`src/rtl/cga_vram_arbiter.sv`:
```
// CGA video SRAM arbiter: display fetches always win; CPU accesses run in sequencer slots.
// Optional feature: define CGA_SNOW_EN for unslotted CPU access with display corruption ("snow").
module cga_vram_arbiter #(
    parameter int ADDR_W = 19,
    parameter int RD_LAT = 1
) (
    input  logic              clk,
    input  logic              rst_l,
    input  logic [ADDR_W-1:0] isa_addr,
    input  logic [7:0]        isa_din,
    output logic [7:0]        isa_dout,
    input  logic              isa_read,
    input  logic              isa_write,
    output logic              isa_rdy,
    input  logic              isa_op_enable,
    input  logic [ADDR_W-1:0] pixel_addr,
    input  logic              pixel_read,
    output logic [7:0]        pixel_data,
    output logic [ADDR_W-1:0] ram_a,
    input  logic [7:0]        ram_d,
    output logic [7:0]        ram_dout,
    output logic              ram_we_l,
    output logic              ram_oe_l
);

    typedef enum logic [2:0] {
        IDLE,
        RD_WAIT,
        WR_SETUP,
        WR_PULSE,
        DONE
    } state_t;

    localparam logic [1:0] RD_LAST = 2'(RD_LAT);

    state_t            state_q, state_d;
    logic [ADDR_W-1:0] ram_a_q, ram_a_d;
    logic [7:0]        ram_dout_q, ram_dout_d;
    logic              ram_we_l_q, ram_we_l_d;
    logic              ram_oe_l_q, ram_oe_l_d;
    logic [7:0]        isa_dout_q, isa_dout_d;
    logic [7:0]        pixel_data_q, pixel_data_d;
    logic [1:0]        rd_cnt_q, rd_cnt_d;
    logic              cpu_wr_q, cpu_wr_d;
    logic [RD_LAT:0]   pix_vld_q, pix_vld_d;
    logic [RD_LAT:0]   pix_snow_q, pix_snow_d;
    logic [7:0]        snow_byte_q, snow_byte_d;

    logic cpu_req;
    logic cpu_start;
    logic snow_hit;

    // Being in DONE is what marks the current strobe as already serviced.
    assign cpu_req = isa_read | isa_write;

`ifdef CGA_SNOW_EN
    assign cpu_start = cpu_req;
    assign snow_hit  = pixel_read && (state_q != IDLE);
`else
    assign cpu_start = cpu_req && isa_op_enable;
    assign snow_hit  = 1'b0;
`endif

    assign isa_rdy = (state_q == DONE) || ((state_q == IDLE) && !cpu_req);

    always_comb begin
        // NOTE: every _d defaults to its _q first, so no branch can leave a latch behind.
        state_d      = state_q;
        ram_a_d      = ram_a_q;
        ram_dout_d   = ram_dout_q;
        ram_we_l_d   = ram_we_l_q;
        ram_oe_l_d   = ram_oe_l_q;
        isa_dout_d   = isa_dout_q;
        rd_cnt_d     = rd_cnt_q;
        cpu_wr_d     = cpu_wr_q;

        case (state_q)
            IDLE: begin
                if (pixel_read) begin
                    ram_a_d = pixel_addr;
                end else if (cpu_start) begin
                    ram_a_d  = isa_addr;
                    cpu_wr_d = isa_write;
                    if (isa_write) begin
                        // Data and output-disable settle during WR_SETUP, ahead of the strobe.
                        ram_dout_d = isa_din;
                        ram_oe_l_d = 1'b1;
                        state_d    = WR_SETUP;
                    end else begin
                        rd_cnt_d = 2'd0;
                        state_d  = RD_WAIT;
                    end
                end
            end
            RD_WAIT: begin
                if (rd_cnt_q == RD_LAST) begin
                    isa_dout_d = ram_d;
                    state_d    = DONE;
                end else begin
                    rd_cnt_d = rd_cnt_q + 2'd1;
                end
            end
            WR_SETUP: begin
                ram_we_l_d = 1'b0;
                state_d    = WR_PULSE;
            end
            WR_PULSE: begin
                ram_we_l_d = 1'b1;
                state_d    = DONE;
            end
            DONE: begin
                ram_oe_l_d = 1'b0;
                if (!cpu_req) begin
                    state_d = IDLE;
                end
            end
            default: begin
                state_d = IDLE;
            end
        endcase
    end

    always_comb begin
        pix_vld_d    = {pix_vld_q[RD_LAT-1:0], pixel_read};
        pix_snow_d   = {pix_snow_q[RD_LAT-1:0], snow_hit && cpu_wr_q};
        snow_byte_d  = (snow_hit && cpu_wr_q) ? ram_dout_q : snow_byte_q;
        pixel_data_d = pixel_data_q;
        // A fetch colliding with a CPU read simply sees the CPU byte on ram_d.
        if (pix_vld_q[RD_LAT]) begin
            pixel_data_d = pix_snow_q[RD_LAT] ? snow_byte_q : ram_d;
        end
    end

    // NOTE: sequential state uses non-blocking assignments so every flop samples pre-edge values.
    always_ff @(posedge clk or negedge rst_l) begin
        if (!rst_l) begin
            state_q      <= IDLE;
            ram_a_q      <= '0;
            ram_dout_q   <= 8'h00;
            ram_we_l_q   <= 1'b1;
            ram_oe_l_q   <= 1'b0;
            isa_dout_q   <= 8'h00;
            pixel_data_q <= 8'h00;
            rd_cnt_q     <= 2'd0;
            cpu_wr_q     <= 1'b0;
            pix_vld_q    <= '0;
            pix_snow_q   <= '0;
            snow_byte_q  <= 8'h00;
        end else begin
            state_q      <= state_d;
            ram_a_q      <= ram_a_d;
            ram_dout_q   <= ram_dout_d;
            ram_we_l_q   <= ram_we_l_d;
            ram_oe_l_q   <= ram_oe_l_d;
            isa_dout_q   <= isa_dout_d;
            pixel_data_q <= pixel_data_d;
            rd_cnt_q     <= rd_cnt_d;
            cpu_wr_q     <= cpu_wr_d;
            pix_vld_q    <= pix_vld_d;
            pix_snow_q   <= pix_snow_d;
            snow_byte_q  <= snow_byte_d;
        end
    end

    assign ram_a      = ram_a_q;
    assign ram_dout   = ram_dout_q;
    assign ram_we_l   = ram_we_l_q;
    assign ram_oe_l   = ram_oe_l_q;
    assign isa_dout   = isa_dout_q;
    assign pixel_data = pixel_data_q;

endmodule
```
`config.mk`:
```
export PLATFORM = sky130hd
export DESIGN_NAME = cga_vram_arbiter
export DESIGN_NICKNAME = d
export VERILOG_FILES = /design/src/rtl/cga_vram_arbiter.sv
export SDC_FILE = /design/constraint.sdc
export NUM_CORES = 1
export LEC_CHECK = 0
export BUFFER_PORTS_ARGS = -buffer_cell sky130_fd_sc_hd__buf_2
export CORE_MARGIN = 4
export CORE_UTILIZATION = 47
export CTS_CLUSTER_SIZE = 40
export DETAILED_ROUTE_END_ITERATION = 10
export GPL_TIMING_DRIVEN = 0
export PLACE_DENSITY_LB_ADDON = 0.15
export SLEW_MARGIN = 20
export SYNTH_ARGS = -nofsm -noshare
export SYNTH_HDL_FRONTEND = slang
export SYNTH_SLANG_ARGS = --single-unit
```
`constraint.sdc`:
```
create_clock -name clk -period 2.4 [get_ports clk]
set_clock_uncertainty 0.15 [all_clocks]
set_input_delay 0.6 -clock clk [delete_from_list [all_inputs] [get_ports clk]]
set_output_delay 0.6 -clock clk [all_outputs]
set_load 0.01 [all_outputs]
```
Word level (Yosys, flattened, before mapping)
Cells that the tools add are included.

Bits in registers: 52. Input bits: 60.

Bitwise operators: 2. Multiplexer cells: 18. Add/subtract/negate cells: 1. Reduce and logical (&&, ||, !) cells: 15. Equality and inequality tests: 12.

Operators with widths (count): 19-bit 2-to-1 mux (2); 3-bit case mux with 5 select lines (1); 2-bit != test, second input constant (7); 3-bit 2-to-1 mux (4); 4-bit AND reduction (3); 2-bit 2-to-1 mux (5); 2-bit nonzero test (4); 3-bit by 2-bit == test with 1-bit output, second input constant (2); 5-bit AND reduction (1); 1-bit case mux with 2 select lines (2); 2-bit case mux with 2 select lines (1); 2-bit AND reduction (2); 3-bit by 1-bit == test with 1-bit output, second input constant (1); 3-bit == test, second input constant (1); 3-bit logical NOT (1); 1-bit 2-to-1 mux (3); 2-bit by 1-bit adder with 2-bit output, second input constant (1); 2-bit by 1-bit == test with 1-bit output, second input constant (1); 1-bit logical AND (2); 1-bit logical NOT (1); 1-bit logical OR (1); 1-bit NOT (1); 1-bit OR (1).

Depth between registers and ports, before layout
Gate-level depths: netlist (run 1).

Word-level depth: 5. Mapped depth: 5. Depth with buffers taken out: 5.

Worst setup path before layout (run 1)
OpenSTA, ideal clock, no wires.

Path kind: input-to-reg. From: in isa_write. To: reg ram_a_q[0], in the netlist ram_a[0]. Library setup time: 125 ps. Data required time: 2125 ps. Data arrival time: 1547 ps. Setup slack: 578 ps. Path buffers: 1. Stages on the path: 4. Cells stage by stage: o21a_1 > o21ai_4 > buf_8 > mux2_4.

Cells in the longest elaborated chain, start to end: 4.

RTL lines: from (decl) (line 13) `input logic isa_write,`; 1-bit OR (line 54) `assign cpu_req = isa_read | isa_write;`; 1-bit logical AND (line 60) `assign cpu_start = cpu_req && isa_op_enable;`; 2-bit nonzero test (no source line); 2-bit AND reduction (no source line); to (signal assigned) (line 151) `ram_a_q <= ram_a_d;`; to (decl) (line 37) `logic [ADDR_W-1:0] ram_a_q, ram_a_d;`.

Every way passes these cells. A chain may end at the register's enable or synchronous reset.

Worst setup path in the final report (run 1)
From: reg state_q[0]. To: out isa_rdy.

Cells in the longest elaborated chain, start to end: 3. Elaborated cells between the ends (all ways): 4. Classes of those cells: eq/ne: 1; reduce/logical: 3.

RTL lines: from (decl) (line 36) `state_t state_q, state_d;`; from (signal assigned) (line 150) `state_q <= state_d;`; 3-bit logical NOT (line 64) `assign isa_rdy = (state_q == DONE) || ((state_q == IDLE) && !cpu_req);`; 1-bit logical AND (line 64); 1-bit logical OR * (line 64); to (decl) (line 14) `output logic isa_rdy,`.

Mark *: on every way between the ends. The rest lies on a longest branch, timed or not.

==> results of run 1 <==
[final cells by class]
class	instances	share of cell area
buffer	9	0.02100
clock buffer	5	0.02264
clock inverter	3	0.007410
inverter	2	0.002470
multi-input combinational	91	0.3166
sequential	52	0.4286
tap	67	0.02758
timing repair buffer	105	0.1737
[power groups by stage]
stage | logic, mW | registers, mW | clock network [mW]
finish | 1.52 | 1.42 | 0.498
global route | 1.67 | 1.48 | 0.563
CTS | 1.55 | 1.43 | 0.520
detailed placement | 1.55 | 1.44 | 0
global placement | 1.51 | 1.44 | 0
floorplan | 0.832 | 1.60 | 0
[flip-flops by register name, summed over array words and instances, names as in the netlist]
| name | count |
|---|---|
| isa_dout | 8 |
| pix_vld_q | 2 |
| pixel_data | 8 |
| ram_a | 19 |
| ram_dout | 8 |
| ram_oe_l | 1 |
| ram_we_l | 1 |
| rd_cnt_q | 2 |
| state_q | 3 |
[cell families (layout without fill, tap and decap cells)]
group,count (synthesis),after routing,share of synthesized area
AOI/OAI and AO/OA,12,12,0.04125
adders and majority gates,1,1,0.005355
buffers and inverters,11,124,0.03053
DFF,52,52,0.5576
muxes,63,63,0.3198
and+or+nand+nor,15,15,0.04554
[cells in the final DEF, fill, tap and decap left out, types with 2 or more instances in the layout]
| cell type | n |
|---|---|
| sky130_fd_sc_hd__mux2_4 | 10 |
| sky130_fd_sc_hd__o21ai_0 | 2 |
| sky130_fd_sc_hd__inv_1 | 2 |
| sky130_fd_sc_hd__nor3_1 | 2 |
| sky130_fd_sc_hd__o21a_1 | 3 |
| sky130_fd_sc_hd__a22o_1 | 3 |
| sky130_fd_sc_hd__dfrtp_1 | 51 |
| sky130_fd_sc_hd__nor2_1 | 4 |
| sky130_fd_sc_hd__buf_4 | 3 |
| sky130_fd_sc_hd__mux2_2 | 53 |
| sky130_fd_sc_hd__clkbuf_8 | 5 |
| sky130_fd_sc_hd__buf_2 | 107 |
| sky130_fd_sc_hd__clkbuf_1 | 2 |
[stage by stage]
step	power, mW	utilization	area (um^2)	hold WS (ns)	std cells
final	3.437	0.6392	3039	0.1561	334
after global routing	3.708	0.6392	3039	0.2115	334
after CTS	3.494	0.6392	3039	0.1859	334
after detailed placement	2.983	0.6200	2948	0.1862	326
after global placement	2.951	0.6195	2945	0.1838	326
after floorplan	2.435	-	2336	0.1544	154
[worst paths after layout]
path | startpoint | endpoint | slack [ns] | cells past startpoint
max in group asynchronous | rst_l | ram_a[5]$_DFFE_PN0P_ | 1.52 | 1
min reg2reg | pix_vld_q[0]$_DFF_PN0_ | pix_vld_q[1]$_DFF_PN0_ | 0.20 | 0
min in group clk | pix_vld_q[0]$_DFF_PN0_ | pix_vld_q[1]$_DFF_PN0_ | 0.20 | 0
min | rst_l | ram_oe_l$_DFFE_PN0P_ | 0.16 | 1
max reg2reg | rd_cnt_q[1]$_DFFE_PN0P_ | isa_dout[7]$_DFFE_PN0P_ | 0.54 | 5
max | state_q[0]$_DFFE_PN0P_ | isa_rdy | 0.35 | 4
[routing by layer]
metal / track usage / vias to the layer above / part of all wire
met5: 0 / - / 0
met4: 0.04720 / 0 / 0.012
met3: 0.06881 / 6 / 0.11
met2: 0.2598 / 74 / 0.45
met1: 0.1996 / 745 / 0.42
li1: - / 774 / -
[worst max-delay path: cells and delay by family (launching register included)]
family,cells,cell delay [ns]
AO/OA/AOI/OAI,1,0.13
buffers and inverters,2,0.30
flip-flops,1,0.42
AND/OR/NAND/NOR,1,0.15
==> results by group, run 1 <==
STA
  – Max Clk Rate: between 0.4 and 0.5 GHz
  – Slew at the pin with the worst max-slew slack: approximately 0.63 ns
  – Setup slack after layout: between 0.3 and 0.4 ns
  – Final TNS setup: 0 ns
  – Hold Fails Final Rpt: 0
  – Final max-slew violation count: 0
  – Worst slew margin relative to its limit: 0.5814
  – Final critical-path share of the clock period: 0.8561
  – # setup viols final: 0
  – Minimum clock period after layout: 2.055 ns
  – Setup repair after global routing missed its margin: false

Logic synthesis
  – Top FF cell, synth: sky130_fd_sc_hd__dfrtp_1
  – Synthesized area divided by synthesized cell count: 15.17 um^2
  – Largest area contributor in the synthesized netlist: sky130_fd_sc_hd__dfrtp_1
  – Most common library cells after synthesis: sky130_fd_sc_hd__mux2_2 (53), sky130_fd_sc_hd__dfrtp_1 (51), sky130_fd_sc_hd__mux2_4 (10)
  – Number of distinct library cells after synthesis: 29
  – Post-Synthesis Net Count: ~220
  – Number of synthesized flops with an enable pin: 0
  – Most used standard cell by instance count after synthesis: sky130_fd_sc_hd__mux2_2
  – Top cells by area, synth: sky130_fd_sc_hd__dfrtp_1 (55%), sky130_fd_sc_hd__mux2_2 (26%), sky130_fd_sc_hd__mux2_4 (6.4%), sky130_fd_sc_hd__dfstp_2 (1.1%), sky130_fd_sc_hd__a22o_1 (1.1%)
  – Flops & latches, synth: 52
  – Synth warn: 0
  – Area of the mapped netlist: between 2000 and 2500 um^2
  – Sequential-to-total area share from yosys stat: 0.5576
  – Async SR Flop Fraction: 1.000
  – Area share of the largest cell type after synthesis: 0.5463
  – Cell count after synthesis: around 150

Route
  – Violation count after the first detailed-route iteration: between 40 and 50
  – Antenna-violating nets left: 0
  – # DRC: 0
  – Number of search-and-repair iterations in the first detailed-routing pass: 4
  – Routed wire per std cell: between 10 and 15 um
  – Total via count after detailed routing: between 1500 and 2000
  – DR vias/cell: about 4.8
  – Post-Route WL: around 4500 um

Placed design
  – DP Wirelength: 3412 um
  – Port-buffer cells: about 110
  – Final GP Congestion: 0.7182
  – Place WS: between 0.2 and 0.25 ns

Finish
  – Register cell area after layout: 1303 um^2
  – Filler cell count: a little over 400
  – Area overhead of the layout relative to synthesis: 30.10%
  – Total area of multi-input combinational cells: between 900 and 1000 um^2
  – Total inserted antenna cells: 0
  – Fraction of final layout cells sized beyond drive strength 1: 0.7041
  – Number of nets at the end of the flow: 327

Flow run
  – Maximum capacitance violations: 0

Clocking
  – Cells resized by post-CTS repair: 0
  – TritonCTS clock tree: yes
  – Number of buffers inserted during clock tree synthesis: 5
  – Quantity of hold-fixing buffers added after cts: 0
  – Clock Latency Late Sink: about 0.3 ns
  – Clock tree buffer depth: 2
  – CTS Root Buffer Type: sky130_fd_sc_hd__clkbuf_8
  – Count of H-tree levels built during CTS: 2
  – TritonCTS Sinks: 52
  – Clock slew seen by the registers of the worst setup and hold paths: about 0.090 ns
  – Post-CTS Setup Inserts: 0

Setup path
  – Critical Path Start Type: register
  – Critical path's slowest cell: sky130_fd_sc_hd__dfrtp_1
  – Endpoint required time on the critical path: between 1.5 and 2 ns
  – Start-to-end type of the worst setup path: register to primary output
  – Critical path arrival: about 1.3 ns
  – Peak per-stage delay on the critical path: between 0.4 and 0.5 ns
  – Endpoint type of the worst setup path: primary output
  – Crit-path max FO: 10
  – CP cell instances: buf_4 -> nor2_1 -> o21a_1 -> buf_2

Floorplanning
  – Die outline width: just under 80 um
  – Floorplan core area: roughly 4800 um^2
  – Die height: around 80 um
  – Die Footprint: 6162 um^2
  – Initial Util: 0.4913
  – Number of placed I/O pins: approximately 110
  – Number of rows in the core area: 25

Power
  – Leakage: ~1.5 nW
  – Switching share of power: 0.3304
  – Switching power of the nets: between 1 and 1.5 mW
  – Cell Int Power: between 2 and 2.5 mW
  – Sequential fraction of design power: 0.414
  – Relative contribution of the clock network to total power: 0.145
  – Combinational Power Share: 0.441
  – Power density over the cells: between 1000 and 1500 nW/um^2
  – Maximum resistive drop on vdd: between 0.0005 and 0.0006 V

GRT
  – Gr ovfl total: 0
  – Antenna violations before repair: 0
  – First-pass GRT wire length: ~8000 um
  – Largest net degree at the start of global routing: 53
  – Number of global-route vias before repair: 1707
  – Aggregate global-route resource usage: 0.1622

Hold path
  – Type of the tightest min-delay check: input port to asynchronous set/reset pin

Outcome
  – Status: complete, no violations
Note: power is estimated with default switching activity, not from simulation.
==> inputs of run 2 (changes only) <==
==> constraint.sdc (replaced) <==
create_clock -name clk -period 2.05 [get_ports clk]
set_clock_uncertainty 0.15 [all_clocks]
set_input_delay 0.5125 -clock clk [delete_from_list [all_inputs] [get_ports clk]]
set_output_delay 0.5125 -clock clk [all_outputs]
set_load 0.01 [all_outputs]
==> run 2 against run 1 <==
  * Via count up 0.13%
  * Combinational power rose by 18%
  * Register-to-register slack worse by 0.30 ns
  * Critical path depth stayed put
  * Flip-flop and latch count unchanged
  * Wire length fell by 0.29%
  * Non-clock buffer count stayed put
  * Global-route usage did not move
  * First-iteration DRC count grew 2.0%
==> results by group, run 2 (synthesis gave the netlist of run 1 again) <==
Outcome
  – Status: complete, no violations

STA
  – Hold Fails Final Rpt: 0
  – Minimum clock period after layout: 1.953 ns
  – Slew at the pin with the worst max-slew slack: 0.6280 ns
  – Max Clk Rate: around 0.51 GHz
  – Worst slew margin relative to its limit: 0.5813
  – Final max-slew violation count: 0
  – # setup viols final: 0
  – Setup repair after global routing missed its margin: false
  – Final critical-path share of the clock period: 0.9525

Finish
  – Largest register FFs: 19
  – Total inserted antenna cells: 0
  – Most common library cell in the layout ignoring fill and taps: sky130_fd_sc_hd__buf_2
  – Commonest cells after routing, fill and taps aside: sky130_fd_sc_hd__buf_2 (106), sky130_fd_sc_hd__mux2_2 (53), sky130_fd_sc_hd__dfrtp_1 (51)
  – Cell Count, Final, Fillers Out: 334
  – Number of nets at the end of the flow: 327
  – Fraction of final layout cells sized beyond drive strength 1: 0.7116
  – Area overhead of the layout relative to synthesis: 30.58%

Route
  – Antenna-violating nets left: 0
  – Total via count after detailed routing: 1601
  – Routed wire per std cell: 13.48 um
  – Violation count after the first detailed-route iteration: 50
  – Number of search-and-repair iterations in the first detailed-routing pass: 4
  – Post-Route WL: approximately 4500 um
  – DR vias/cell: 4.793
  – # DRC: 0

Floorplanning
  – Initial Util: 0.4913
  – Floorplan core area: approximately 4800 um^2
  – Die outline width: 78.50 um
  – Die height: 78.50 um
  – Number of rows in the core area: 25
  – Number of placed I/O pins: roughly 110
  – Die Footprint: a little over 6000 um^2

Flow run
  – Maximum capacitance violations: 0

Power
  – Power density over the cells: approximately 1300 nW/um^2
  – Relative contribution of the clock network to total power: 0.145
  – Combinational Power Share: 0.443
  – Maximum resistive drop on vdd: about 0.00064 V
  – PnR Total Power: roughly 4 mW
  – Leakage: about 1.5 nW
  – Cell Int Power: about 2.7 mW
  – Switching share of power: 0.3300
  – Switching power of the nets: approximately 1.3 mW
  – Sequential fraction of design power: 0.413

Placed design
  – Number of placed instances with taps included: about 330
  – Port-buffer cells: ~110
  – Final GP Congestion: ~0.72
  – DP Wirelength: 3412 um

GRT
  – Largest net degree at the start of global routing: 53
  – First-pass GRT wire length: 7893 um
  – Antenna violations before repair: 0
  – Aggregate global-route resource usage: 0.1622
  – Number of global-route vias before repair: 1707
  – Gr ovfl total: 0

Clocking
  – CTS Root Buffer Type: sky130_fd_sc_hd__clkbuf_8
  – Count of H-tree levels built during CTS: 2
  – Clock Latency Late Sink: ~0.30 ns
  – Quantity of hold-fixing buffers added after cts: 0
  – TritonCTS clock tree: yes
  – TritonCTS Sinks: between 50 and 60
  – Clock slew seen by the registers of the worst setup and hold paths: ~0.09 ns
  – Clock tree buffer depth: 2
  – Number of buffers inserted during clock tree synthesis: 5

Setup path
  – Start-to-end type of the worst setup path: register to primary output
  – Critical Path Start Type: register
  – Crit-path max FO: 10
  – Endpoint type of the worst setup path: primary output
  – Critical path arrival: 1.29 ns
  – Endpoint required time on the critical path: 1.39 ns

Hold path
  – Type of the tightest min-delay check: input port to asynchronous set/reset pin
[run 2: cell types whose count changed in the layout (fill, tap and decap cells not counted)]
| cell | delta |
|---|---|
| sky130_fd_sc_hd__buf_2 | -1 |
| sky130_fd_sc_hd__nor4bb_2 | +1 |
| sky130_fd_sc_hd__nor4bb_1 | -1 |
| sky130_fd_sc_hd__ha_2 | +1 |
| sky130_fd_sc_hd__clkbuf_4 | +1 |
| sky130_fd_sc_hd__ha_1 | -1 |
[run 2: layer usage]
layer  track usage  vias to the layer above  share of wire
li1              -                      774              -
met1        0.1996                      747           0.42
met2        0.2598                       74           0.45
met3       0.06881                        6           0.12
met4       0.04720                        0          0.012
met5             0                        -              0
[run 2: per-stage QoR]
| step | setup slack, ns | area (um^2) | TNS, ns | util | hold slack (ns) |
|---|---|---|---|---|---|
| 2_1_floorplan | 0.3151 | 2336 | 0 | - | 0.06691 |
| 3_3_place_gp | -0.02992 | 2945 | -0.1861 | 0.6195 | 0.1838 |
| 3_5_place_dp | -0.05601 | 2948 | -0.3815 | 0.6200 | 0.1862 |
| 4_1_cts | 0.08759 | 3039 | 0 | 0.6392 | 0.09838 |
| 5_1_grt | 0.02949 | 3050 | 0 | 0.6416 | 0.1246 |
| 6_report | 0.09742 | 3050 | 0 | 0.6416 | 0.06866 |
[run 2: layout make-up]
class | count | area (um^2)
fillers | 406 | 1704
flip-flops and latches | 52 | 1303
multi-input cells | 91 | 970.9
repair buffers | 105 | 528.0
well taps | 67 | 83.83
clock buffers | 5 | 68.82
plain buffers | 9 | 66.31
clock inverters | 3 | 22.52
inverters | 2 | 7.507
[run 2: what timing repair did]
item,4_1_cts,5_1_grt
setup buffers,0,0
endpoints found under the setup margin,0,8
resized for setup,0,3
[run 2: power groups by stage]
stage               Clock, mW  Combinational [mW]  Sequential, mW
finish                  0.584                1.79            1.67
global route            0.659                1.96            1.73
CTS                     0.609                1.81            1.67
detailed placement          0                1.81            1.68
global placement            0                1.77            1.68
floorplan                   0               0.974            1.88
[run 2: worst paths after layout]
| path | from | depth (start not counted) | to | slack [ns] |
|---|---|---|---|---|
| setup / recovery | state_q[0]$_DFFE_PN0P_ | 4 | isa_rdy | 0.1 |
| hold / removal | rst_l | 1 | ram_oe_l$_DFFE_PN0P_ | 0.07 |
| setup reg to reg | rd_cnt_q[1]$_DFFE_PN0P_ | 5 | isa_dout[7]$_DFFE_PN0P_ | 0.24 |
| hold reg to reg | pix_vld_q[0]$_DFF_PN0_ | 0 | pix_vld_q[1]$_DFF_PN0_ | 0.20 |
| max in group asynchronous | rst_l | 1 | ram_a[5]$_DFFE_PN0P_ | 1.26 |
| min in group clk | pix_vld_q[0]$_DFF_PN0_ | 0 | pix_vld_q[1]$_DFF_PN0_ | 0.20 |
[run 2: critical path, stage by stage, from the launching register on]
cell and delay, ns:
sky130_fd_sc_hd__dfrtp_1 0.42, sky130_fd_sc_hd__buf_4 0.18, sky130_fd_sc_hd__nor2_1 0.14, sky130_fd_sc_hd__o21a_1 0.13, sky130_fd_sc_hd__buf_2 0.12
==> inputs of run 3 (changes only) <==
--- a/config.mk
+++ b/config.mk
@@ -11,6 +11,7 @@
 export CTS_CLUSTER_SIZE = 40
 export DETAILED_ROUTE_END_ITERATION = 10
 export GPL_TIMING_DRIVEN = 0
+export MAX_ROUTING_LAYER = met4
 export PLACE_DENSITY_LB_ADDON = 0.15
 export SLEW_MARGIN = 20
 export SYNTH_ARGS = -nofsm -noshare
==> run 3 against run 2 <==
  * Sequential share of layout area is the same
  * Cell area did not move
  * Clock-buffer cell count unchanged
  * Register-to-register slack hardly changed
  * Critical endpoint unchanged
  * Largest power group unchanged
==> results by group, run 3 (synthesis gave the netlist of run 1 again) <==
Setup path
  – Crit-path max FO: 10
  – Endpoint type of the worst setup path: primary output
  – Start-to-end type of the worst setup path: register to primary output
  – Critical path arrival: 1.29 ns
  – Slack of the worst reg-to-reg path: ~0.23 ns
  – Endpoint required time on the critical path: between 1 and 1.5 ns
  – Critical Path Start Type: register

Finish
  – Commonest cells after routing, fill and taps aside: sky130_fd_sc_hd__buf_2 (106), sky130_fd_sc_hd__mux2_2 (53), sky130_fd_sc_hd__dfrtp_1 (51)
  – Most common library cell in the layout ignoring fill and taps: sky130_fd_sc_hd__buf_2
  – Register cell area after layout: around 1300 um^2
  – Total area of multi-input combinational cells: between 900 and 1000 um^2
  – Largest register FFs: 19
  – Total inserted antenna cells: 0
  – Filler cell count: 406
  – Number of nets at the end of the flow: 327
  – Area overhead of the layout relative to synthesis: 30.58%
  – Fraction of final layout cells sized beyond drive strength 1: 0.7116

Clocking
  – Clock tree buffer depth: 2
  – Number of buffers inserted during clock tree synthesis: 5
  – TritonCTS Sinks: between 50 and 60
  – CTS Root Buffer Type: sky130_fd_sc_hd__clkbuf_8
  – Quantity of hold-fixing buffers added after cts: 0
  – TritonCTS clock tree: yes
  – Clock slew seen by the registers of the worst setup and hold paths: 0.10 ns
  – Count of H-tree levels built during CTS: 2
  – Clock Latency Late Sink: 0.31 ns

Route
  – Post-Route WL: 4536 um
  – DR vias/cell: between 4 and 5
  – Routed wire per std cell: 13.58 um
  – Total via count after detailed routing: between 1500 and 2000
  – Number of search-and-repair iterations in the first detailed-routing pass: 4
  – Antenna-violating nets left: 0
  – Violation count after the first detailed-route iteration: between 50 and 60
  – # DRC: 0

Floorplanning
  – Die outline width: between 70 and 80 um
  – Floorplan core area: 4755 um^2
  – Initial Util: 0.4913
  – Number of rows in the core area: 25
  – Die Footprint: 6162 um^2
  – Number of placed I/O pins: roughly 110
  – Die height: just under 80 um

Placed design
  – DP Wirelength: 3412 um
  – Final GP Congestion: between 0.7 and 0.8
  – Port-buffer cells: roughly 110
  – Place WS: -0.05601 ns

STA
  – # setup viols final: 0
  – Final critical-path share of the clock period: 0.9530
  – Hold Fails Final Rpt: 0
  – Worst slew margin relative to its limit: 0.5784
  – Slew at the pin with the worst max-slew slack: roughly 0.63 ns
  – Max Clk Rate: 0.5118 GHz
  – Setup repair after global routing missed its margin: false
  – Minimum clock period after layout: ~2.0 ns
  – Final TNS setup: 0 ns
  – Smallest hold slack: about 0.066 ns
  – Setup slack after layout: roughly 0.096 ns
  – Final max-slew violation count: 0

GRT
  – Antenna violations before repair: 0
  – Busiest metal layer after global routing: met2
  – Routing usage on met2: 0.2598
  – Met1 Track Usage GR: 0.2063
  – Number of global-route vias before repair: between 1500 and 2000
  – Largest net degree at the start of global routing: 53
  – Global routing usage on met3: 0.05963
  – Aggregate global-route resource usage: 0.1670
  – First-pass GRT wire length: around 7900 um
  – Gr ovfl total: 0

Hold path
  – Type of the tightest min-delay check: input port to asynchronous set/reset pin

Power
  – Leakage: ~1.5 nW
  – Power density over the cells: between 1000 and 1500 nW/um^2
  – Maximum resistive drop on vdd: roughly 0.00064 V

Outcome
  – Status: complete, no violations

Flow run
  – Maximum capacitance violations: 0
==> run 3: cell counts in the layout (fill, tap and decap cells not counted) <==
No cell type changed its count.
==> run 3: critical path, cell delays in order (launching register included) <==
cell and delay (ns):
sky130_fd_sc_hd__dfrtp_1 0.42, sky130_fd_sc_hd__buf_4 0.18, sky130_fd_sc_hd__nor2_1 0.14, sky130_fd_sc_hd__o21a_1 0.13, sky130_fd_sc_hd__buf_2 0.12
==> run 3: layout make-up <==
cell class                 count  area share
sequential                    52      0.4270
inverter                       2    0.002461
tap                           67     0.02748
clock inverter                 3    0.007383
timing repair buffer         105      0.1731
buffer                         9     0.02174
clock buffer                   5     0.02256
multi-input combinational     91      0.3183
==> run 3: worst paths after layout <==
check	start	end	cells after the start
setup / recovery	state_q[0]$_DFFE_PN0P_	isa_rdy	4
hold / removal	rst_l	ram_dout[7]$_DFFE_PN0P_	1
setup reg to reg	rd_cnt_q[1]$_DFFE_PN0P_	isa_dout[7]$_DFFE_PN0P_	5
hold reg to reg	pix_vld_q[0]$_DFF_PN0_	pix_vld_q[1]$_DFF_PN0_	0
max in group asynchronous	rst_l	ram_a[5]$_DFFE_PN0P_	1
min in group clk	pix_vld_q[0]$_DFF_PN0_	pix_vld_q[1]$_DFF_PN0_	0
==> run 3: through the flow <==
stage | power, mW | utilization | cell area, um^2 | cells
after floorplan | 2.851 | - | 2336 | 154
after global placement | 3.455 | 0.6195 | 2945 | 326
after detailed placement | 3.492 | 0.6200 | 2948 | 326
after CTS | 4.091 | 0.6392 | 3039 | 334
after global routing | 4.353 | 0.6416 | 3050 | 334
final | 4.041 | 0.6416 | 3050 | 334
==> run 3: report_power, final <==
group          internal [mW]  switching (mW)  leakage, nW
Combinational          0.998           0.790        0.839
Clock                  0.245           0.342       0.0485
Sequential              1.46           0.205        0.618
Total                   2.70            1.34         1.51
==> run 3: what timing repair did <==
action,4_1_cts,5_1_grt
setup endpoints to repair,0,8
buffers inserted,0,0
resized for setup,0,3
==> run 3: per-layer routing <==
layer	vias to the layer above	share of wire	routed length, um
met1	746	0.43	1963
met2	74	0.45	2053
met3	6	0.10	462
met5	-	0	0
li1	773	-	-
met4	0	0.013	57
